File: src/rtl/dsp_counter_reader.sv
// Consumer for an acknowledge-mode DSP timed counter: captures each held count,
// acks the counter, streams the result with stall tagging and sequences interval reloads.
module dsp_counter_reader #(
    parameter logic [23:0] INIT_INTERVAL = 24'd1000,
    parameter int          ACK_HOLDOFF   = 2
) (
    input  logic        clk,
    input  logic        rst,
    input  logic [24:0] count_i,
    input  logic        count_valid_i,
    output logic        count_ack_o,
    output logic        interval_load_o,
    output logic [23:0] interval_o,
    input  logic        interval_wr_i,
    input  logic [23:0] interval_wdata_i,
    output logic        interval_busy_o,
    output logic [47:0] m_tdata,
    output logic        m_tvalid,
    input  logic        m_tready
);

    typedef enum logic [1:0] {
        IDLE  = 2'd0,
        CLEAR = 2'd1,
        LOAD  = 2'd2
    } state_t;

    localparam logic [3:0] HOLD_LAST = 4'(ACK_HOLDOFF - 1);

    state_t      state_reg;
    logic        ack_reg;
    logic        load_reg;
    logic [23:0] interval_reg;
    logic [23:0] pending_reg;
    logic        busy_reg;
    logic [47:0] tdata_reg;
    logic        tvalid_reg;
    logic [15:0] dead_reg;
    logic [3:0]  holdoff_reg;

    logic buffer_free;
    assign buffer_free = !tvalid_reg || m_tready;

    always_ff @(posedge clk) begin
        if (rst) begin
            // Reset lands in LOAD so the counter is re-armed on the first free cycle.
            state_reg    <= LOAD;
            ack_reg      <= 1'b0;
            load_reg     <= 1'b0;
            interval_reg <= INIT_INTERVAL;
            pending_reg  <= INIT_INTERVAL;
            busy_reg     <= 1'b0;
            tdata_reg    <= 48'd0;
            tvalid_reg   <= 1'b0;
            dead_reg     <= 16'd0;
            holdoff_reg  <= 4'd0;
        end else begin
            ack_reg  <= 1'b0;
            load_reg <= 1'b0;

            if (tvalid_reg && m_tready) begin
                tvalid_reg <= 1'b0;
            end

            case (state_reg)
                IDLE: begin
                    if (count_valid_i && buffer_free) begin
                        tdata_reg   <= {dead_reg, 7'b0, count_i};
                        tvalid_reg  <= 1'b1;
                        ack_reg     <= 1'b1;
                        dead_reg    <= 16'd0;
                        holdoff_reg <= 4'd0;
                        state_reg   <= CLEAR;
                    end else if (count_valid_i) begin
                        if (dead_reg != 16'hFFFF) begin
                            dead_reg <= dead_reg + 16'd1;
                        end
                    end else if (busy_reg) begin
                        state_reg <= LOAD;
                    end
                end

                LOAD: begin
                    interval_reg <= pending_reg;
                    load_reg     <= 1'b1;
                    busy_reg     <= 1'b0;
                    holdoff_reg  <= 4'd0;
                    state_reg    <= CLEAR;
                end

                CLEAR: begin
                    // The counter's flag lags the ack by a cycle; ignore it until holdoff expires.
                    if (holdoff_reg != 4'hF) begin
                        holdoff_reg <= holdoff_reg + 4'd1;
                    end
                    if (holdoff_reg >= HOLD_LAST && !count_valid_i) begin
                        state_reg <= IDLE;
                    end
                end

                default: begin
                    state_reg <= LOAD;
                end
            endcase

            // Placed after the state logic so a write coinciding with LOAD stays pending.
            if (interval_wr_i) begin
                pending_reg <= interval_wdata_i;
                busy_reg    <= 1'b1;
            end
        end
    end

    assign count_ack_o     = ack_reg;
    assign interval_load_o = load_reg;
    assign interval_o      = interval_reg;
    assign interval_busy_o = busy_reg;
    assign m_tdata         = tdata_reg;
    assign m_tvalid        = tvalid_reg;

endmodule

File: config.mk
export PLATFORM = sky130hd
export DESIGN_NAME = dsp_counter_reader
export DESIGN_NICKNAME = d
export VERILOG_FILES = /design/src/rtl/dsp_counter_reader.sv
export SDC_FILE = /design/constraint.sdc
export NUM_CORES = 1
export LEC_CHECK = 0
export ABC_CLOCK_PERIOD_IN_PS = 2000
export CAP_MARGIN = 20
export CORE_MARGIN = 2
export CORE_UTILIZATION = 49
export CTS_BUF_LIST = sky130_fd_sc_hd__clkbuf_2 sky130_fd_sc_hd__clkbuf_4 sky130_fd_sc_hd__clkbuf_8
export CTS_CLUSTER_DIAMETER = 100
export DETAILED_ROUTE_END_ITERATION = 8
export PLACE_DENSITY = 0.81
export SYNTH_ARGS = -nofsm -noshare
export SYNTH_HDL_FRONTEND = slang
export SYNTH_SLANG_ARGS = --single-unit
File: constraint.sdc
create_clock -name clk -period 2 [get_ports clk]
set_input_delay 0.3 -clock clk [delete_from_list [all_inputs] [get_ports clk]]
set_output_delay 0.3 -clock clk [all_outputs]
set_load 0.05 [all_outputs]
==> flow_summary_export.csv, run 1 <==
group,metric,value,unit
status,outcome,"complete, no violations",
synth,synth_cells,533,
grt,grt_pass1_wl,18.0,mm
worst_setup_path,end_kind,"primary output",
worst_setup_path,cp_top_family,"buffers and inverters",
worst_setup_path,cp.required,1.70,ns
clock_network,cts_tree,"yes",
sta,setup_violations,0,
clock_network,cts_sinks,115,
clock_network,clock_path_buffers,2,
layout,stdcell_count,785,
sta,tns,0,ns
power,leakage,2.31,nW
placed_design,globalplace.congestion,0.810,
layout,largest_reg_flops,41,
die,ios,130,
worst_setup_path,crit_type,"flop to primary output",
worst_setup_path,rr_worst_depth,7,
worst_setup_path,path_max_fanout,2,
worst_setup_path,crit_buf_inv,1,
sta,fmax,0.524,GHz
synth,synth_top_area_cell,"dfxtp_1",
synth,synth-edff-count,0,
synth,synth.area.top_cells,"dfxtp_1 (52%), nand2_1 (13%), a21oi_1 (8.5%), mux2i_1 (5.4%), clkbuf_1 (2.5%)",
worst_setup_path,crit_path_cell_trace,"clkdlybuf4s50_1",
synth,synth-seq-cells,115,
grt,track_usage,0.227,
synth,yosysSeqAreaShare,0.521,
sta,slew_viol_final,0,
sta,worst_pin_slew,0.672,ns
synth,netlist_area,4420,um2
worst_setup_path,rrSetupSlack,0.18,ns
worst_setup_path,slowest_delay,0.84,ns
sta,slew-limit-headroom,0.551,
worst_setup_path,worstPathArrival,1.61,ns
grt,grt_overflow,0,
placed_design,port-buffer-count,122,
worst_setup_path,reg2reg_to,"dead_reg[11]",
layout,area_growth,41.2,%
synth,yosysUniqueCellTypes,41,
clock_network,holdBufCountCts,0,
layout,finish.utilization,0.716,
clock_network,cts_root_buf,"clkbuf_8",
synth,yosysMostFrequentCell,"nand2_1",
die,initial_core_util,0.507,
sta,hold_viol_final,0,
power,vdd_ir_drop_max,0.000561,V
die,dieArea,9800,um2
route,first_pass_iters,5,
synth,synthTopCellsByCount,"nand2_1 (153), dfxtp_1 (115), a21oi_1 (75)",
worst_setup_path,crit_path_top_delay_cell,"clkdlybuf4s50_1",
synth,synthFlopType,"dfxtp_1",
power,power.total,5.38,mW
worst_setup_path,regToRegStartpoint,"dead_reg[0]",
route,routed_wl,11.3,mm
synth,netlist.area_leader.share,0.521,
route,drc,0,
sta,finalClockSkew,0.0126,ns
layout,antenna_cells,0,
clock_network,htreeDepth,4,
clock_network,cts_buffers,17,
route,vias,4099,
die,die_x,99.0,um
die,placementRows,34,
synth,ys_warn_count,0,
flow_run,max-cap-violations,0,
layout,postLayoutCellArea,6250,um2
sta,final.period_utilization,0.955,
grt,antenna_found_initial,0,
placed_design,place_inst,753,
route,wl_per_cell,14.4,um
placed_design,dp_hpwl,7.54,mm
placed_design,placed_area,5840,um2
route,drt_iter0_drc,184,
grt,first_global_vias,3920,
synth,ys_async_sr_fraction,0,
worst_setup_path,cp.depth,1,
route,vias_per_cell,5.22,
sta,fin_crit,1.91,ns
grt,grt_max_degree,95,
worst_setup_path,startpoint,"interval_o[1]",
sta,rsz0062_at_grt,"no",
worst_setup_path,endpoint,"interval_o[1]",
layout,final_nets,722,
worst_setup_path,start_kind,"flop",
die,core,8720,um2
hold_path,hold_path_class,"primary input to flop",
die,die_height,99.0,um
clock_network,clk_latency,0.41,ns
synth,synth_area_per_cell,8.30,um2
layout,drive_gt1_frac,0.0990,
power,cellPowerDensity,861,nW/um2
route,ant_nets,0,
clock_network,path_clk_slew,0.07,ns
==> per-layer routing <==
layer / vias up / global-route usage / share of wire
li1: 2045 / - / -
met5: - / 0 / 0
met2: 140 / 0.376 / 0.49
met4: 0 / 0.101 / 0.016
met3: 16 / 0.0809 / 0.079
met1: 1898 / 0.262 / 0.42
==> through the flow <==
| stage | hold WS [ns] | worst slack, ns |
|---|---|---|
| floorplan | 0.428 | 0.0772 |
| global route | 0.295 | 0.0308 |
| finish | 0.300 | 0.0908 |
| global placement | 0.437 | -0.0333 |
| CTS | 0.394 | 0.0599 |
| detailed placement | 0.446 | -0.0542 |
==> report_power, final <==
group	total, mW	switching (mW)	leakage, nW	internal [mW]
combinational	0.807	0.498	1.18	0.309
sequential	2.44	0.0586	0.937	2.38
clock	2.13	0.940	0.195	1.19
==> cells by family (layout without fill, tap and decap cells) <==
logic type / count (synthesis) / count (layout) / synth area share
AO/OA/AOI/OAI: 102 / 102 / 0.131
adder cells (fa/ha/maj): 4 / 4 / 0.0113
buffers and inverters: 46 / 184 / 0.0455
flip-flops: 115 / 115 / 0.521
multiplexers: 25 / 25 / 0.0569
other: 1 / 7 / 0.000848
AND/OR/NAND/NOR: 240 / 240 / 0.234
==> cell type report <==
| cell class | count | area (um2) |
|---|---|---|
| fillers | 683 | 2470 |
| flip-flops and latches | 115 | 2300 |
| multi-input cells | 378 | 1950 |
| repair buffers | 146 | 1430 |
| clock buffers | 20 | 269 |
| well taps | 108 | 135 |
| clock inverters | 12 | 131 |
| inverters | 6 | 22.5 |
==> worst min-delay path by stage <==
stage,endpoint,from,cells past startpoint
4_1_cts,pending_reg[17],rst,3
3_3_place_gp,interval_o[2],pending_reg[2],2
2_1_floorplan,pending_reg[3],interval_wdata_i[3],2
3_5_place_dp,interval_o[22],pending_reg[22],2
6_report,dead_reg[4],rst,3
5_1_grt,dead_reg[4],rst,3
==> tightest hold or removal path: stages <==
cell and delay (ns):
buf_2 0.11, or3_4 0.18, o31ai_1 0.07
==> cell usage in the layout (no fill, tap or decap), types with 2 or more instances in the layout <==
| cell | n |
|---|---|
| ha_1 | 4 |
| or3_1 | 4 |
| clkinvlp_4 | 4 |
| nand3_1 | 19 |
| o21ai_0 | 6 |
| nand2_1 | 153 |
| o211ai_1 | 4 |
| and2_1 | 2 |
| clkbuf_8 | 19 |
| buf_12 | 3 |
| conb_1 | 7 |
| mux2i_1 | 24 |
| a21oi_1 | 75 |
| buf_4 | 21 |
| nor4_1 | 3 |
| clkinv_2 | 3 |
| inv_1 | 6 |
| o32ai_1 | 2 |
| a31oi_1 | 4 |
| o31ai_1 | 3 |
| a21o_1 | 2 |
| nand2b_1 | 5 |
| nor3_1 | 5 |
| dfxtp_1 | 115 |
| clkdlybuf4s50_1 | 121 |
| clkinv_4 | 2 |
| and3_1 | 2 |
| nor2b_1 | 2 |
| nand4_1 | 6 |
| bufinv_16 | 2 |
| nor2_1 | 29 |
==> what timing repair did <==
item,4_1_cts,5_1_grt
setup endpoints to repair,0,1
buffers inserted,0,0
gates resized for setup,0,1
(Power assumes the default switching activity.)
==> run 2, diff against run 1 <==
--- a/config.mk
+++ b/config.mk
@@ -7,7 +7,7 @@
 export LEC_CHECK = 0
 export ABC_CLOCK_PERIOD_IN_PS = 2000
 export CAP_MARGIN = 20
-export CORE_MARGIN = 2
+export CORE_MARGIN = 3
 export CORE_UTILIZATION = 49
 export CTS_BUF_LIST = sky130_fd_sc_hd__clkbuf_2 sky130_fd_sc_hd__clkbuf_4 sky130_fd_sc_hd__clkbuf_8
 export CTS_CLUSTER_DIAMETER = 100
==> flow_summary_export.csv, run 2 (synthesized netlist as in run 1, its figures left out) <==
group,metric,value,unit
placed_design,port-buffer-count,122,
route,ant_nets,0,
sta,slew-limit-headroom,0.546,
worst_setup_path,crit_type,"flop to primary output",
sta,setup_violations,0,
route,drc,0,
die,placementRows,34,
placed_design,dp_hpwl,7.80,mm
worst_setup_path,end_kind,"primary output",
clock_network,clock_path_buffers,2,
worst_setup_path,worstPathArrival,1.61,ns
power,p_int,3.70,mW
grt,track_usage,0.224,
layout,drive_gt1_frac,0.108,
clock_network,htreeDepth,4,
die,dieArea,10200,um2
placed_design,place_inst,761,
route,drt_iter0_drc,171,
worst_setup_path,cp.required,1.70,ns
grt,first_global_vias,4041,
clock_network,cts_sinks,115,
power,leakage,2.33,nW
clock_network,postCtsSetupRepairBufs,0,
layout,largest_reg_flops,41,
power,comb_power_share,0.156,
worst_setup_path,crit_path_cell_trace,"clkdlybuf4s50_1",
layout,area_growth,41.4,%
worst_setup_path,start_kind,"flop",
die,core,8760,um2
sta,tns,0,ns
sta,final.period_utilization,0.955,
route,wl_per_cell,14.1,um
layout,final_common_cell,"nand2_1",
power,pwr-share-clk,0.375,
sta,hold_viol_final,0,
clock_network,cts_root_buf,"clkbuf_8",
worst_setup_path,crit_buf_inv,1,
layout,final_cell_mix,"nand2_1 (153), clkdlybuf4s50_1 (121), dfxtp_1 (115)",
layout,stdcell_count,793,
route,vias,4130,
die,ios,130,
hold_path,hold_path_class,"primary input to flop",
worst_setup_path,crit_path_top_delay_cell,"clkdlybuf4s50_1",
grt,antenna_found_initial,0,
worst_setup_path,path_max_fanout,3,
power,p_sw_frac,0.289,
sta,worst_pin_slew,0.681,ns
layout,final_nets,730,
sta,rsz0062_at_grt,"no",
die,die_height,101,um
die,initial_core_util,0.505,
clock_network,clk_latency,0.42,ns
route,vias_per_cell,5.21,
route,routed_wl,11.2,mm
power,seqPwrFrac,0.469,
power,p_sw,1.50,mW
sta,slew_viol_final,0,
status,outcome,"complete, no violations",
clock_network,path_clk_slew,0.07,ns
placed_design,globalplace.congestion,0.895,
sta,fin_crit,1.91,ns
power,vdd_ir_drop_max,0.000493,V
power,power.total,5.20,mW
flow_run,max-cap-violations,0,
grt,grt_overflow,0,
sta,fmax,0.524,GHz
power,cellPowerDensity,832,nW/um2
sta,finalClockSkew,0.00707,ns
grt,grt_pass1_wl,18.3,mm
layout,antenna_cells,0,
worst_setup_path,slowest_delay,0.85,ns
clock_network,cts_buffers,17,
route,first_pass_iters,4,
grt,grt_max_degree,51,
clock_network,cts_tree,"yes",
die,die_x,101,um
worst_setup_path,cp_top_family,"buffers and inverters",
[run 2: cell count changes in the layout (fill, tap and decap cells not counted), sizes merged]
cell / delta
buf: +8
bufinv: -1
clkbuf: -1
clkinv: +1
inv: +1
[run 2: area by class of cell]
type	count	area, um2
Fill cell	665	2510
Sequential cell	115	2300
Multi-Input combinational cell	378	1950
Timing Repair Buffer	154	1480
Clock buffer	19	249
Tap cell	108	135
Clock inverter	13	111
Inverter	6	22.5
[run 2: power by group through the flow]
stage / combinational [mW] / clock [mW] / sequential [mW]
final: 0.811 / 1.95 / 2.44
after global routing: 0.872 / 2.10 / 2.45
after CTS: 0.816 / 1.99 / 2.44
after detailed placement: 0.814 / 0 / 2.49
after global placement: 0.800 / 0 / 2.49
after floorplan: 0.301 / 0 / 2.69
[run 2: layer usage]
metal | vias up | global-route usage | wire length (um)
met5 | - | 0 | 0
met4 | 0 | 0.0624 | 103
met3 | 12 | 0.0941 | 1040
met2 | 139 | 0.378 | 5520
met1 | 1918 | 0.261 | 4490
li1 | 2061 | - | -
[run 2: final timing paths]
| path | slack (ns) | from | end | cells past startpoint |
|---|---|---|---|---|
| setup / recovery | 0.09 | interval_busy_o | interval_busy_o | 1 |
| setup reg to reg | 0.18 | dead_reg[4] | dead_reg[5] | 6 |
| hold reg to reg | 0.45 | pending_reg[10] | interval_o[10] | 2 |
| hold / removal | 0.42 | count_i[11] | m_tdata[11] | 3 |
[run 2: what timing repair did]
item                                    in CTS  in global routing
endpoints found under the setup margin       0                  1
hold buffers                                 0                  0
resized for setup                            0                  1
[run 2: metrics by stage]
step	hold WS [ns]	setup slack, ns	instance area, um2	utilization
finish	0.418	0.0900	6250	0.713
global route	0.403	0.0275	6250	0.713
CTS	0.393	0.0673	6250	0.713
detailed placement	0.445	-0.0558	5890	0.672
global placement	0.438	0.0184	5890	0.672
floorplan	0.428	0.0772	4450	-
